**config.mk**
```make
export PLATFORM = sky130hd
export DESIGN_NAME = pipe_hazard_scoreboard
export DESIGN_NICKNAME = d
export VERILOG_FILES = /design/src/rtl/pipe_pkg.sv /design/src/rtl/pipe_sb_entry.sv /design/src/rtl/pipe_hazard_scoreboard.sv
export SDC_FILE = /design/constraint.sdc
export NUM_CORES = 1
export LEC_CHECK = 0
export ABC_AREA = 1
export BUFFER_PORTS_ARGS = -buffer_cell sky130_fd_sc_hd__buf_2
export CAP_MARGIN = 30
export CELL_PAD_IN_SITES_DETAIL_PLACEMENT = 1
export CELL_PAD_IN_SITES_GLOBAL_PLACEMENT = 2
export CORE_MARGIN = 4
export CORE_UTILIZATION = 25
export DETAILED_ROUTE_END_ITERATION = 16
export GPL_ROUTABILITY_DRIVEN = 0
export GPL_TIMING_DRIVEN = 0
export PLACE_DENSITY = 0.76
export SYNTH_ARGS = -nofsm -noshare
export SYNTH_HDL_FRONTEND = slang
export SYNTH_SLANG_ARGS = --single-unit
```
**constraint.sdc**
```tcl
create_clock -name clk -period 3.1 [get_ports clk]
set_input_delay 0.155 -clock clk [delete_from_list [all_inputs] [get_ports clk]]
set_output_delay 0.155 -clock clk [all_outputs]
set_load 0.05 [all_outputs]
```
**src/rtl/pipe_pkg.sv**
```systemverilog
// Shared scoreboard constants and the layout of the saved pre-issue entry used by kill/restore.
// Build option HAZ_FORWARD_EN adds the bypass-availability count to the saved record.
package pipe_pkg;
    localparam int REG_NUM    = 32;
    localparam int REG_AW     = 5;
    localparam logic [REG_AW-1:0] ZERO_REG = '0;
    localparam int SAVE_LAT_W = 8;

    typedef struct packed {
        logic [REG_AW-1:0]     dst;
        logic [SAVE_LAT_W-1:0] cnt_wb;
`ifdef HAZ_FORWARD_EN
        logic [SAVE_LAT_W-1:0] cnt_byp;
`endif
    } sb_save_t;

    function automatic logic [SAVE_LAT_W-1:0] sat_dec(input logic [SAVE_LAT_W-1:0] v);
        return (v == '0) ? '0 : v - SAVE_LAT_W'(1);
    endfunction
endpackage

```
**src/rtl/pipe_sb_entry.sv**
```systemverilog
// One register's in-flight write counters: load on issue, restore on kill, else count down to 0.
// Registered, one-cycle update; no backpressure. HAZ_FORWARD_EN adds the bypass counter.
module pipe_sb_entry #(
    parameter int LAT_W = 3
) (
    input  logic             clk,
    input  logic             rst,
    input  logic             i_load,
    input  logic [LAT_W-1:0] i_load_wb,
    input  logic             i_restore,
    input  logic [LAT_W-1:0] i_rest_wb,
`ifdef HAZ_FORWARD_EN
    input  logic [LAT_W-1:0] i_load_byp,
    input  logic [LAT_W-1:0] i_rest_byp,
`endif
    output logic [LAT_W-1:0] o_cnt_wb,
    output logic [LAT_W-1:0] o_cnt_byp
);
    logic [LAT_W-1:0] r_cnt_wb;

    always_ff @(posedge clk) begin
        if (rst)
            r_cnt_wb <= '0;
        else if (i_load)
            r_cnt_wb <= i_load_wb;
        else if (i_restore)
            r_cnt_wb <= i_rest_wb;
        else if (r_cnt_wb != '0)
            r_cnt_wb <= r_cnt_wb - LAT_W'(1);
    end

    assign o_cnt_wb = r_cnt_wb;

`ifdef HAZ_FORWARD_EN
    logic [LAT_W-1:0] r_cnt_byp;

    always_ff @(posedge clk) begin
        if (rst)
            r_cnt_byp <= '0;
        else if (i_load)
            r_cnt_byp <= i_load_byp;
        else if (i_restore)
            r_cnt_byp <= i_rest_byp;
        else if (r_cnt_byp != '0)
            r_cnt_byp <= r_cnt_byp - LAT_W'(1);
    end

    assign o_cnt_byp = r_cnt_byp;
`else
    assign o_cnt_byp = '0;
`endif
endmodule

```
**src/rtl/pipe_hazard_scoreboard.sv**
```systemverilog
// Decode-stage RAW/WAW stall generator over a 32-entry latency scoreboard, with kill/restore of the last issue.
// Stall is combinational in the issue cycle; HAZ_FORWARD_EN switches RAW to bypass timing and drives fwd_hit/fwd_age.
module pipe_hazard_scoreboard
    import pipe_pkg::*;
#(
    parameter int NUM_SRC = 2,
    parameter int LAT_W   = 3,
    parameter int CNT_W   = 32
) (
    input  logic                     clk,
    input  logic                     rst,
    input  logic                     issue_valid,
    input  logic                     issue_wena,
    input  logic [4:0]               issue_dst,
    input  logic [LAT_W-1:0]         issue_lat,
    input  logic [LAT_W-1:0]         issue_byp,
    input  logic [NUM_SRC*5-1:0]     src_addr,
    input  logic [NUM_SRC-1:0]       src_rena,
    input  logic                     kill,
    output logic                     stall,
    output logic [NUM_SRC-1:0]       fwd_hit,
    output logic [NUM_SRC*LAT_W-1:0] fwd_age,
    output logic [31:0]              pending_mask,
    output logic [CNT_W-1:0]         stall_cycles
);
    localparam logic [LAT_W-1:0] LAT_MAX = '1;

    logic [LAT_W-1:0]      w_cnt_wb  [REG_NUM];
    logic [LAT_W-1:0]      w_cnt_byp [REG_NUM];
    logic [NUM_SRC-1:0]    w_raw;
    logic                  w_waw;
    logic                  w_accept;
    logic                  w_wr;
    logic                  w_kill;
    logic [SAVE_LAT_W-1:0] w_dec_wb;
    logic [LAT_W-1:0]      w_rest_wb;
    sb_save_t              r_save;
    logic                  r_save_vld;
    logic [CNT_W-1:0]      r_stall_cycles;

    assign w_accept = issue_valid && !stall;
    assign w_wr     = w_accept && issue_wena;
    assign w_kill   = kill && r_save_vld;

    // Saved counts always came from LAT_W-bit counters, so the clamp only guards the wider record.
    assign w_dec_wb  = sat_dec(r_save.cnt_wb);
    assign w_rest_wb = (w_dec_wb > SAVE_LAT_W'(LAT_MAX)) ? LAT_MAX : w_dec_wb[LAT_W-1:0];

`ifdef HAZ_FORWARD_EN
    logic [SAVE_LAT_W-1:0] w_dec_byp;
    logic [LAT_W-1:0]      w_rest_byp;
    assign w_dec_byp  = sat_dec(r_save.cnt_byp);
    assign w_rest_byp = (w_dec_byp > SAVE_LAT_W'(LAT_MAX)) ? LAT_MAX : w_dec_byp[LAT_W-1:0];
`endif

    for (genvar r = 0; r < REG_NUM; r++) begin : g_entry
        logic w_load;
        logic w_restore;
        assign w_load    = w_wr && (issue_dst == REG_AW'(r)) && (r != 0);
        assign w_restore = w_kill && (r_save.dst == REG_AW'(r)) && (r != 0);

        pipe_sb_entry #(.LAT_W(LAT_W)) u_entry (
            .clk        (clk),
            .rst        (rst),
            .i_load     (w_load),
            .i_load_wb  (issue_lat),
            .i_restore  (w_restore),
            .i_rest_wb  (w_rest_wb),
`ifdef HAZ_FORWARD_EN
            .i_load_byp (issue_byp),
            .i_rest_byp (w_rest_byp),
`endif
            .o_cnt_wb   (w_cnt_wb[r]),
            .o_cnt_byp  (w_cnt_byp[r])
        );

        assign pending_mask[r] = (w_cnt_wb[r] != '0);
    end

    for (genvar i = 0; i < NUM_SRC; i++) begin : g_src
        logic [REG_AW-1:0] w_src;
        logic              w_rd;
        assign w_src = src_addr[5*i +: 5];
        assign w_rd  = src_rena[i] && (w_src != ZERO_REG);
`ifdef HAZ_FORWARD_EN
        assign w_raw[i]              = w_rd && (w_cnt_byp[w_src] != '0);
        assign fwd_hit[i]            = w_rd && (w_cnt_byp[w_src] == '0) && (w_cnt_wb[w_src] != '0);
        assign fwd_age[i*LAT_W +: LAT_W] = w_cnt_wb[w_src];
`else
        assign w_raw[i] = w_rd && (w_cnt_wb[w_src] != '0);
`endif
    end

`ifndef HAZ_FORWARD_EN
    assign fwd_hit = '0;
    assign fwd_age = '0;
`endif

    // A younger write must not retire before an older one to the same register.
    assign w_waw = issue_wena && (issue_dst != ZERO_REG) && (w_cnt_wb[issue_dst] > issue_lat);
    assign stall = issue_valid && (|w_raw || w_waw);

    always_ff @(posedge clk) begin
        if (rst) begin
            r_save     <= '0;
            r_save_vld <= 1'b0;
        end else begin
            r_save_vld <= w_wr;
            if (w_wr) begin
                r_save.dst    <= issue_dst;
                r_save.cnt_wb <= SAVE_LAT_W'(w_cnt_wb[issue_dst]);
`ifdef HAZ_FORWARD_EN
                r_save.cnt_byp <= SAVE_LAT_W'(w_cnt_byp[issue_dst]);
`endif
            end
        end
    end

    always_ff @(posedge clk) begin
        if (rst)
            r_stall_cycles <= '0;
        else if (stall)
            r_stall_cycles <= r_stall_cycles + CNT_W'(1);
    end

    assign stall_cycles = r_stall_cycles;
endmodule

```
# Word-level counts from Yosys, hierarchy flattened
# Cells that the tools add are included.
totals:
  word_cells: 388
  reg_bits: 137
  input_bits: 28
  out_inout_bits: 73
classes:
  mux: 104
  n_addsub: 34
  reduce_logical: 144
  bitwise: 3
  n_lt_le_gt_ge: 5
  eq_ne: 62
ops:
  columns: ["cell", "count"]
  rows:
  - ["$mux 3", 100]
  - ["$reduce_bool 3->1", 65]
  - ["$eq 5x5->1 const B", 32]
  - ["$sub 3x1->3 const B", 32]
  - ["$eq 5x4->1 const B", 16]
  - ["$logic_and 1x1->1", 72]
  - ["$bmux 3 s5", 3]
  - ["$eq 5x3->1 const B", 8]
  - ["$add 32x1->32 const B", 1]
  - ["$eq 5x2->1 const B", 4]
  - ["$ge 6x6->1 const B", 3]
  - ["$not 5->6", 3]
  - ["$reduce_bool 5->1", 3]
  - ["$eq 5x1->1 const B", 2]
  - ["$gt 8x3->1 const B", 1]
  - ["$logic_not 8->1", 1]
  - ["$mux 8", 1]
  - ["$sub 3x1->4 const B", 1]
  - ["$gt 3x3->1", 1]
  - ["$reduce_or 2->1", 1]
  - ["$logic_not 1->1", 1]
  - ["$logic_or 1x1->1", 1]

# Depth between registers and ports, before layout
depth:
  depth_word: 14
  ltp_mapped: 21
  mapped_depth_nobuf: 19

# By module
# Synthesis repeated with hierarchy kept, for this count alone.
hier_totals:
  hier_cells: 2143
  hier_area_um2: 12851.1
modules_own_cells:
  columns: ["module", "cells_each", "area_per_inst_um2", "n_inst"]
  rows:
  - ["pipe_sb_entry", 38, 244.0, 32]
  - ["pipe_hazard_scoreboard", 927, 5043.6, 1]

# Least setup slack after synthesis
# Ideal clock, no wire load.
synth_path:
  path_kind: "input -> register"
  from: "input port issue_dst[0]"
  to: "register g_entry[11].u_entry.r_cnt_wb[0]"
  path_slack_ns: 0.312
  arrival_time_ns: 2.676
  required_time_ns: 2.989
  setup_time_ns: 0.111
  path_stages: 21
  path_buffers: 2
  cell_sequence: "inv_1 -> nor2_2 -> clkinv_1 -> clkbuf_1 -> o22ai_1 -> o21ai_0 -> nand3_1 -> o21ai_0 -> nand2_1 -> inv_1 -> ha_1 -> nand3_1 -> o2111ai_1 -> nand3_2 -> nor2_4 -> buf_4 -> nand2_1 -> nand2_1 -> inv_1 -> nor2_1 -> nor2_1"
synth_between:
  elab_chain_len: 13
  elab_cells_between_ends: 17
  cone_classes: "order compare (1); eq/ne (1); mux (4); bitwise (1); reduce/logical (10)"
synth_lines:
  columns: ["element", "line", "text"]
  rows:
  - ["start: declaration", "pipe_hazard_scoreboard.sv:14", "input logic [4:0] issue_dst,"]
  - ["$not 5->6 (not written as such)", "pipe_hazard_scoreboard.sv:100", "assign w_waw = issue_wena && (issue_dst != ZERO_REG) && (w_cnt_wb[issue_dst] > issue_lat);"]
  - ["$bmux 3 s5", "pipe_hazard_scoreboard.sv:100", null]
  - ["$mux 3 (not written as such) (2 in a row)", "pipe_hazard_scoreboard.sv:100", null]
  - ["$gt 3x3->1", "pipe_hazard_scoreboard.sv:100", null]
  - ["$logic_and 1x1->1", "pipe_hazard_scoreboard.sv:100", null]
  - ["$logic_or 1x1->1", "pipe_hazard_scoreboard.sv:101", "assign stall = issue_valid && (|w_raw || w_waw);"]
  - ["$logic_and 1x1->1", "pipe_hazard_scoreboard.sv:101", null]
  - ["$logic_not 1->1", "pipe_hazard_scoreboard.sv:41", "assign w_accept = issue_valid && !stall;"]
  - ["$logic_and 1x1->1", "pipe_hazard_scoreboard.sv:41", null]
  - ["$logic_and 1x1->1", "pipe_hazard_scoreboard.sv:42", "assign w_wr = w_accept && issue_wena;"]
  - ["$logic_and 1x1->1 *", "pipe_hazard_scoreboard.sv:59", "assign w_load = w_wr && (issue_dst == REG_AW'(r)) && (r != 0);"]
  - ["$reduce_bool 3->1 (no line) or $mux 3 (tied branches)", null, null]
  - ["end signal: assignment", "pipe_sb_entry.sv:25", "r_cnt_wb <= i_load_wb;"]
  - ["end signal: assignment", "pipe_sb_entry.sv:27", "r_cnt_wb <= i_rest_wb;"]
  - ["end signal: assignment", "pipe_sb_entry.sv:29", "r_cnt_wb <= r_cnt_wb - LAT_W'(1);"]
  - ["end: declaration", "pipe_sb_entry.sv:19", "logic [LAT_W-1:0] r_cnt_wb;"]
# Every way passes the cells marked *; elsewhere a longest branch is shown, timed or not. The select of a mux whose other input is x is not followed.
# A chain may end at the register's enable or synchronous reset.

# Final worst setup path
layout_path:
  from: "input port issue_dst[0]"
  to: "register g_entry[25].u_entry.r_cnt_wb[0]"
layout_between:
  elab_chain_len: 13
  elab_cells_between_ends: 17
  cone_classes: "order compare (1); eq/ne (1); mux (4); bitwise (1); reduce/logical (10)"
layout_lines:
  columns: ["element", "line"]
  rows:
  - ["$not 5->6 (not written as such)", "pipe_hazard_scoreboard.sv:100"]
  - ["$bmux 3 s5", "pipe_hazard_scoreboard.sv:100"]
  - ["$mux 3 (not written as such) (2 in a row)", "pipe_hazard_scoreboard.sv:100"]
  - ["$gt 3x3->1", "pipe_hazard_scoreboard.sv:100"]
  - ["$logic_and 1x1->1", "pipe_hazard_scoreboard.sv:100"]
  - ["$logic_or 1x1->1", "pipe_hazard_scoreboard.sv:101"]
  - ["$logic_and 1x1->1", "pipe_hazard_scoreboard.sv:101"]
  - ["$logic_not 1->1", "pipe_hazard_scoreboard.sv:41"]
  - ["$logic_and 1x1->1", "pipe_hazard_scoreboard.sv:41"]
  - ["$logic_and 1x1->1", "pipe_hazard_scoreboard.sv:42"]
  - ["$logic_and 1x1->1 *", "pipe_hazard_scoreboard.sv:59"]
  - ["$reduce_bool 3->1 (no line) or $mux 3 (tied branches)", null]
  - ["end signal: assignment", "pipe_sb_entry.sv:25"]
  - ["end signal: assignment", "pipe_sb_entry.sv:27"]
  - ["end signal: assignment", "pipe_sb_entry.sv:29"]
  - ["end: declaration", "pipe_sb_entry.sv:19"]
# Marked as above.

==> run metrics <==
CP max FO 10; total CTS buffers 17; CTS root buf clkbuf_16; initial core utilization 25.4%; Worst-Margin Slew 1.07 ns; fmax 299 MHz; kind of critical path in -> reg; Netlist cell types 41; Die ar. 0.0511 mm2; max-cap violation count 0; Clock Latency Late Sink 0.50 ns; Pre-antenna DRT Iters 5; Final ANT Viol Nets 0; sequential power share 19.6%; simple-gate share of the synthesized area 42.5%; core area 0.0468 mm2; final setup margin -0.241 ns; Leak Pwr 0.00699 uW; RR Endpoint g_entry[25].u_entry.o_cnt_wb[0]$_SDFFE_PP0P_; initial antenna violation count 3; Final Critical Period 3.34 ns; total track usage 25.8%; clock share of power 16.3%; Worst Path Arrival 3.77 ns; vias in the first global route 14700; combinational family with the most area after synthesis simple AND/OR/NAND/NOR gates; hold-critical path depth 3; RR Startpoint g_entry[20].u_entry.o_cnt_wb[2]$_SDFFE_PP0P_; worst hold start issue_lat[2]; Worst setup EP type flop; # setup viols final 95; Slew Limit Headroom 28.7%; Seq cells post-synth 137; mux contribution to synthesized area 0.253%; max-slew violations 0; Filler cells 6089; FF/Latch Area 0.00275 mm2; CTS max path bufs 2; Worst VDD drop 0.000266 V; DRC 0; first-pass GRT wire length 96600 um; Reg clk slew, reported paths 0.07 ns; Adder-Cell Fraction of Synth Area 7.37%; RSZ-0062 raised after global routing yes; Final Cycle Share 108%; Mapped Cells 2070; Wirelength per Cell 24.5 um; Die Wd 226 um; cell area after placement 0.0132 mm2; PD cells 896 mW/mm2; Post-Synth XOR/XNOR Area 4.05%; r2r setup slk -0.19 ns; Internal Power 6500 uW; n_diodes 0; Req. time, crit path 3.53 ns; Worst setup SP type input pin; R2R depth 19; fraction of the mapped netlist area in compound gates 12.4%; post-synthesis sequential area ratio 23.1%; setup TNS -13.32 ns; Port Buffers 86; Mapped Avg Cell Area 5.74 um2; post-route cell area 0.0156 mm2; share of layout cells above drive strength 1 17.1%; Layout Nets 2323; H-tree depth 4; Rows 79; DP HPWL 50700 um; Hold Vio Cnt, Final 0; First DRT Iteration DRCs 1465; hold endpoint g_entry[18].u_entry.o_cnt_wb[2]$_SDFFE_PP0P_; post-layout power 14000 uW; Post-Place Cells 2777; Post-Layout Cell Count 2845; switching power 7470 uW; outcome complete, but fails checks; Layout area overhead 31.2%; gr ovfl total 0; largest net degree at the start of global routing 17; clock skew 0.0181 ns; Die Ht 226 um; HP Class in -> reg; synth warn 0; Comb pwr share 64.2%; Worst Hold Slack 0.0708 ns; area of the multi-input gates 0.00892 mm2; Post-Syn Area 0.0119 mm2; IO Pins 101; vias per cell 5.34; CTS tree done; Sw Share 53.5%; CTS sink cnt 137; violations in the final reports setup timing; via count 15200; WL final 69700 um
==> Yosys cell counts (all sizes together) <==
master / count / area (um2)
nor4b: 2 / 17.5
a21boi: 7 / 52.6
inv: 218 / 818
dfxtp: 137 / 2740
a211oi: 1 / 7.51
o21bai: 1 / 7.51
nand2: 585 / 2200
xnor2: 15 / 131
nand4: 29 / 181
o41ai: 1 / 8.76
mux2i: 3 / 30.0
buf: 35 / 213
a21oi: 58 / 290
nor3b: 2 / 15.0
o2111ai: 1 / 8.76
and3: 1 / 6.26
o221ai: 8 / 70.1
nor4: 3 / 18.8
a31oi: 3 / 18.8
a221oi: 1 / 8.76
conb: 1 / 3.75
a22oi: 8 / 60.1
nand3: 230 / 1160
xor2: 40 / 350
o31ai: 1 / 7.51
o21ai: 148 / 741
nor3: 18 / 90.1
ha: 70 / 876
clkinv: 6 / 22.5
and2: 4 / 25.0
o22ai: 31 / 194
nor2: 355 / 1350
clkbuf: 47 / 176
==> sequential cells by signal (all words and copies together) (netlist names) <==
signal / cells
r_save_vld: 1
r_save: 8
g_entry.u_entry.o_cnt_wb: 96
stall_cycles: 32
==> through the flow <==
step | setup slack (ns) | util, %
after floorplan | 0.312 | -
after global placement | -2.41 | 28.0
after detailed placement | -2.36 | 28.2
after CTS | -0.0715 | 30.8
after global routing | -0.255 | 33.4
final | -0.241 | 33.4
==> layout by cell type (no fill, tap or decap), drive strengths merged, types with 4 or more instances in the layout <==
cell type	synthesis	final
nor3	18	18
o22ai	31	31
conb	1	8
and2	4	4
clkbuf	47	70
nand4	29	29
a22oi	8	8
dfxtp	137	137
a21boi	7	7
clkinv	6	13
buf	35	159
xor2	40	40
inv	218	220
a21oi	58	58
o221ai	8	8
nand3	230	230
ha	70	70
xnor2	15	15
nor2	355	356
nand2	585	585
o21ai	148	148
==> per-layer routing <==
| layer | wire length, um | vias up | global-route usage, % |
|---|---|---|---|
| met4 | 3740 | 2 | 11.9 |
| met5 | 13 | - | 0 |
| met2 | 31000 | 636 | 40.9 |
| li1 | - | 6969 | - |
| met3 | 5490 | 207 | 5.19 |
| met1 | 29500 | 7389 | 33.9 |
==> critical path: stages <==
cell and delay, ns:
buf_2 0.19, inv_1 0.14, nor2_4 0.23, clkinv_4 0.11
clkbuf_8 0.22, o22ai_2 0.22, o21ai_1 0.17, nand4_1 0.17
nand2_1 0.13, nand2_1 0.12, inv_1 0.07, ha_1 0.31
nand3_1 0.11, o2111ai_4 0.13, nand3_4 0.17, nor2_4 0.17
buf_12 0.18, buf_16 0.20, buf_12 0.16, nand3_2 0.07
nand2_1 0.11, nand3_2 0.08, nor2_1 0.12
==> worst max-delay path by stage <==
| stage | from | to | slack, ns | cells past startpoint |
|---|---|---|---|---|
| 6_report | issue_dst[0] | g_entry[25].u_entry.o_cnt_wb[0]$_SDFFE_PP0P_ | -0.24 | 23 |
| 5_1_grt | g_entry[20].u_entry.o_cnt_wb[2]$_SDFFE_PP0P_ | g_entry[13].u_entry.o_cnt_wb[2]$_SDFFE_PP0P_ | -0.25 | 19 |
| 4_1_cts | g_entry[20].u_entry.o_cnt_wb[1]$_SDFFE_PP0P_ | stall | -0.07 | 15 |
| 3_5_place_dp | issue_dst[0] | g_entry[24].u_entry.o_cnt_wb[0]$_SDFFE_PP0P_ | -2.36 | 21 |
| 3_3_place_gp | issue_dst[0] | g_entry[24].u_entry.o_cnt_wb[0]$_SDFFE_PP0P_ | -2.41 | 21 |
| 2_1_floorplan | issue_dst[0] | g_entry[11].u_entry.o_cnt_wb[0]$_SDFFE_PP0P_ | 0.31 | 21 |
==> power by group through the flow <==
| stage | clock [uW] | sequential [uW] | combinational [uW] |
|---|---|---|---|
| floorplan | 0 | 2630 | 5620 |
| global placement | 0 | 2720 | 7590 |
| detailed placement | 0 | 2740 | 7820 |
| CTS | 2320 | 2710 | 8130 |
| global route | 2390 | 2790 | 9810 |
| finish | 2270 | 2740 | 8970 |
==> final cells by class <==
class                   instances  share of cell area (%)
clock buffers                  19                    2.78
inverters                     224                    5.48
plain buffers                  81                    4.14
well taps                     607                    4.87
flip-flops and latches        137                    17.6
clock inverters                13                    1.10
repair buffers                129                    6.82
multi-input cells            1635                    57.2
==> repair_timing <==
action                                  4_1_cts  5_1_grt
cloned                                        3        6
hold endpoints to repair                      0        0
pin swaps                                    17       88
hold buffers                                  0        0
endpoints found under the setup margin      135      126
setup buffers                                13       14
gates resized for setup                     122      234
==> cell families (layout without fill, tap and decap cells) <==
kind of cell    Yosys count  count (layout)
fa+ha+maj                70              70
flops                   137             137
compound gates          269             269
mux                       3               3
buf+inv                 306             466
xor+xnor                 55              55
other cells               1               8
simple gates           1229            1230
No activity file was read; power rests on OpenSTA's default activity.
